==> src/rtl/bcd7seg_pkg.sv <==
// Shared types and constants for the BCD to seven-segment display driver.
// Segment vectors are {g,f,e,d,c,b,a} with bit 0 = segment a, active-high.
package bcd7seg_pkg;

    typedef logic [6:0] seg_t;

    localparam seg_t SEG_BLANK = 7'h00;
    localparam seg_t SEG_ALL   = 7'h7F;

    localparam seg_t SEG_0 = 7'h3F;
    localparam seg_t SEG_1 = 7'h06;
    localparam seg_t SEG_2 = 7'h5B;
    localparam seg_t SEG_3 = 7'h4F;
    localparam seg_t SEG_4 = 7'h66;
    localparam seg_t SEG_5 = 7'h6D;
    localparam seg_t SEG_6 = 7'h7D;
    localparam seg_t SEG_7 = 7'h07;
    localparam seg_t SEG_8 = 7'h7F;
    localparam seg_t SEG_9 = 7'h6F;
    localparam seg_t SEG_A = 7'h77;
    localparam seg_t SEG_B = 7'h7C;
    localparam seg_t SEG_C = 7'h39;
    localparam seg_t SEG_D = 7'h5E;
    localparam seg_t SEG_E = 7'h79;
    localparam seg_t SEG_F = 7'h71;

    // Convert an active-high pattern to the panel's drive polarity.
    function automatic seg_t apply_polarity(input seg_t s, input bit active_low);
        return active_low ? ~s : s;
    endfunction

endpackage

==> src/rtl/bcd_to_7segment_seg_decode.sv <==
// Pure combinational digit-code to segment-pattern table.
// Build option: BCD7SEG_HEX_DIGITS_EN makes codes 10-15 display A,b,C,d,E,F;
// without it those codes produce a blank pattern and raise invalid.
module seg_decode
    import bcd7seg_pkg::*;
(
    input  logic [3:0] code,
    output seg_t       pattern,
    output logic       invalid
);

    // Look up the active-high pattern for the code.
    always_comb begin
        pattern = SEG_BLANK;
        invalid = 1'b0;
        case (code)
            4'd0:    pattern = SEG_0;
            4'd1:    pattern = SEG_1;
            4'd2:    pattern = SEG_2;
            4'd3:    pattern = SEG_3;
            4'd4:    pattern = SEG_4;
            4'd5:    pattern = SEG_5;
            4'd6:    pattern = SEG_6;
            4'd7:    pattern = SEG_7;
            4'd8:    pattern = SEG_8;
            4'd9:    pattern = SEG_9;
            default: begin
`ifdef BCD7SEG_HEX_DIGITS_EN
                case (code)
                    4'd10:   pattern = SEG_A;
                    4'd11:   pattern = SEG_B;
                    4'd12:   pattern = SEG_C;
                    4'd13:   pattern = SEG_D;
                    4'd14:   pattern = SEG_E;
                    default: pattern = SEG_F;
                endcase
`else
                pattern = SEG_BLANK;
                invalid = 1'b1;
`endif
            end
        endcase
    end

endmodule

==> src/rtl/bcd_to_7segment.sv <==
// Registered BCD to seven-segment driver with lamp test, blanking and
// selectable panel polarity (SEG_ACTIVE_LOW=1 for common-anode panels).
// Build option: BCD7SEG_HEX_DIGITS_EN (see seg_decode) enables hex digits.
//
// Handshake: in_valid qualifies bcd on each rising edge; there is no ready,
// every valid code is accepted. out_valid is in_valid delayed one clock and
// marks the cycle whose seg/err came from that accepted code. With in_valid
// low, seg and err hold. lamp_test (all on) beats blank (all off) beats the
// decoded digit; forced outputs clear err. rst beats everything.
module bcd_to_7segment
    import bcd7seg_pkg::*;
#(
    parameter bit SEG_ACTIVE_LOW = 1'b0
) (
    input  logic       clk,
    input  logic       rst,
    input  logic [3:0] bcd,
    input  logic       in_valid,
    input  logic       blank,
    input  logic       lamp_test,
    output logic [6:0] seg,
    output logic       out_valid,
    output logic       err
);

    seg_t dec_pattern;
    logic dec_invalid;

    seg_decode u_decode (
        .code    (bcd),
        .pattern (dec_pattern),
        .invalid (dec_invalid)
    );

    // Output register: reset, then priority select, polarity applied last.
    always_ff @(posedge clk) begin
        if (rst) begin
            seg       <= apply_polarity(SEG_BLANK, SEG_ACTIVE_LOW);
            out_valid <= 1'b0;
            err       <= 1'b0;
        end else begin
            out_valid <= in_valid;
            if (lamp_test) begin
                seg <= apply_polarity(SEG_ALL, SEG_ACTIVE_LOW);
                err <= 1'b0;
            end else if (blank) begin
                seg <= apply_polarity(SEG_BLANK, SEG_ACTIVE_LOW);
                err <= 1'b0;
            end else if (in_valid) begin
                seg <= apply_polarity(dec_pattern, SEG_ACTIVE_LOW);
                err <= dec_invalid;
            end
        end
    end

endmodule

==> config.mk <==
export PLATFORM = sky130hd
export DESIGN_NAME = bcd_to_7segment
export DESIGN_NICKNAME = d
export VERILOG_FILES = /design/src/rtl/bcd7seg_pkg.sv /design/src/rtl/bcd_to_7segment_seg_decode.sv /design/src/rtl/bcd_to_7segment.sv
export SDC_FILE = /design/constraint.sdc
export NUM_CORES = 1
export LEC_CHECK = 0
export CAP_MARGIN = 25
export CORE_MARGIN = 4
export CORE_UTILIZATION = 33
export DETAILED_ROUTE_END_ITERATION = 10
export SYNTH_ARGS = -nofsm -noshare
export SYNTH_HDL_FRONTEND = slang
export SYNTH_SLANG_ARGS = --single-unit
==> constraint.sdc <==
create_clock -name clk -period 3.6 [get_ports clk]
set_clock_uncertainty 0.15 [all_clocks]
set_input_delay 1.08 -clock clk [delete_from_list [all_inputs] [get_ports clk]]
set_output_delay 1.08 -clock clk [all_outputs]
set_load 0.05 [all_outputs]
==> metrics <==
status=finished, final reports clean; type of origin of the critical path=register; Tot GR Track Use=11.8%; simple-gate share of the synthesized area=20.0%; Post-Synth Adder-Cell Area=0%; CP Cell Sequence=clkdlybuf4s50_1; switching share of power=32.3%; RSZ-0062 raised after global routing=false; Post-CTS Hold Buffers=0; mean area per synthesized cell=8.04 um2; # placed instances=88; Congestion Overflow GR=0; MaxCap Viol Count=0; Starting Density=37.1%; number of vias per cell=5.18; Buf/Inv on CP=1; final hold violation count=0; measured slew at the worst slew-check pin=0.497 ns; DP HPWL=790 um; Die H=47.2 um; die area=2230 um2; drt wl/cell=11.4 um; nets=87; Netlist cell types=25; initial antenna violation count=0; Detailed Route WL=1.05 mm; Leak=0.253 nW; pin count of the biggest net entering global routing=11; PD cells=392 nW/um2; Synth Area in XOR/XNOR=1.73%; Max-slew headroom=66.7%; layout cells sized above 1=10.4%; Tmin final=2.63 ns; Starting DRT DRC Count=2; final setup vio count=0; Setup TNS=0 ns; Post-CTS Setup Bufs=0; worst-path maximum fanout=2; Antenna diodes=0; mux cell area share after synthesis=0%; main combinational cell family by area after synthesis=compound AO/OA/AOI/OAI gates; drt pass-1 iters=3; post-synthesis net count=72; # port buffers=17; post-route ant nets=0; first-pass GRT wire length=1.86 mm; max-slew violation count=0; critical path required time=2.37 ns; kind of end point of the critical path=output port; most frequent cells in the layout=clkdlybuf4s50_1 (17), nor2_1 (12), dfxtp_1 (9), a21oi_1 (7), o21ai_0 (4); Synth Instances=63; number of global-route vias before repair=426; clk sink count=9; clock-pin slew on the worst setup and hold paths=0.06 ns; Worst EP arrival=1.40 ns; post_cts resized=0; proportion of power drawn by combinational gates=28.9%; final estimated routing congestion in global placement=0.732; Die Width=47.2 um; register area share after synthesis=35.6%; Cell Count, Final, Fillers Out=92; clock share of power=29.7%; buffer depth of the longest clock path=2; CTS tree=yes; Max rail drop VDD=0.000160 V; Hold Crit Class=reg -> reg; CTS root buffer=clkbuf_4; slowest CP cell=clkdlybuf4s50_1; CTS Buf Count=3; max frequency=380 MHz; I/O pins=18; clk_lat worst skew=0.26 ns; most common cell after layout, fill and taps aside=clkdlybuf4s50_1; Pint=179 uW; kind of critical path=reg -> out; CTS HTree Levels=1; warnings from Yosys=0; Area Growth Syn to Fin=33.3%; Compound-Gate Fraction of Synth Area=31.4%; routed vias=477; # rows=13; # DRC=0; CP delay by family, top=buffers and inverters; Psw=85.5 uW; Mapped Area=507 um2; fin crit share=73.1%; sequential share of power=41.3%; Layout fillers=149; CP peak stage delay=0.81 ns; Yosys reg bits=9; CORE AREA=1370 um2
-- logic make-up (layout without fill, tap and decap cells) --
family | count (synthesis) | in the layout
AO/OA/AOI/OAI | 22 | 22
buffers and inverters | 10 | 24
AND/OR/NAND/NOR | 21 | 21
XOR/XNOR | 1 | 1
flip-flops | 9 | 9
-- layout make-up --
cell class | count | area (um2) | area share (%)
Multi-Input combinational cell | 44 | 269 | 39.8
Sequential cell | 9 | 180 | 26.7
Timing Repair Buffer | 17 | 170 | 25.2
Clock buffer | 4 | 26.3 | 3.89
Tap cell | 15 | 18.8 | 2.78
Inverter | 3 | 11.3 | 1.67
-- power by group through the flow --
| stage | logic (mW) | clock network, mW | registers (mW) |
|---|---|---|---|
| CTS | 0.0772 | 0.0821 | 0.109 |
| finish | 0.0766 | 0.0787 | 0.109 |
| global placement | 0.0769 | 0 | 0.111 |
| global route | 0.0831 | 0.0883 | 0.110 |
| floorplan | 0.0296 | 0 | 0.135 |
| detailed placement | 0.0769 | 0 | 0.112 |
-- final timing paths --
kind	cells past startpoint	start	to	slack (ns)
setup reg to reg	4	seg[2]	seg[2]	2.70
setup / recovery	1	seg[6]	seg[6]	0.97
hold reg to reg	2	seg[5]	seg[5]	0.34
hold / removal	2	seg[5]	seg[5]	0.34
-- layer usage --
layer	GRT usage, %	wire (um)	vias up
met5	0	0	-
met4	3.31	12	0
met3	5.75	86	3
met2	18.7	476	14
met1	14.3	476	210
li1	-	-	250
-- stage by stage --
stage | area, um2 | util, % | hold slack [ns] | setup slack (ns) | total power [mW]
2_1_floorplan | 507 | - | 0.562 | 1.42 | 0.165
3_3_place_gp | 649 | 47.5 | 0.338 | 0.839 | 0.188
3_5_place_dp | 649 | 47.5 | 0.340 | 0.830 | 0.189
4_1_cts | 676 | 49.5 | 0.348 | 0.954 | 0.269
5_1_grt | 676 | 49.5 | 0.373 | 0.908 | 0.281
6_report | 676 | 49.5 | 0.345 | 0.967 | 0.265
-- worst min-delay path, delay by kind of cell, from the launching register on --
family          cells  cell delay (ns)
flops               1             0.31
compound gates      1             0.05
simple gates        1             0.09
-- sequential cells by signal (all words and copies together), names as in the netlist --
name	cells
out_valid	1
err	1
seg	7
-- synth_stat cells --
cell	instances	share of area [%]
nand4b_1	1	1.7
a2111o_1	1	2.2
nor4b_1	1	1.7
clkbuf_1	1	0.74
buf_6	2	4.4
nand2_1	3	2.2
or2_0	1	1.2
dfxtp_1	9	36
o21ai_0	4	4.0
a311oi_2	1	3.0
and2_4	1	1.7
o221ai_1	2	3.5
o21ba_2	1	2.0
a211oi_2	1	2.5
xor2_1	1	1.7
or3_1	1	1.2
o311a_2	1	2.2
inv_1	3	2.2
clkbuf_2	1	0.99
nor2b_1	1	1.2
buf_2	3	3.0
a21oi_1	7	6.9
a31oi_1	3	3.7
nor2_1	12	8.9
a211oi_1	1	1.5
Note: power is estimated with default switching activity, not from simulation.
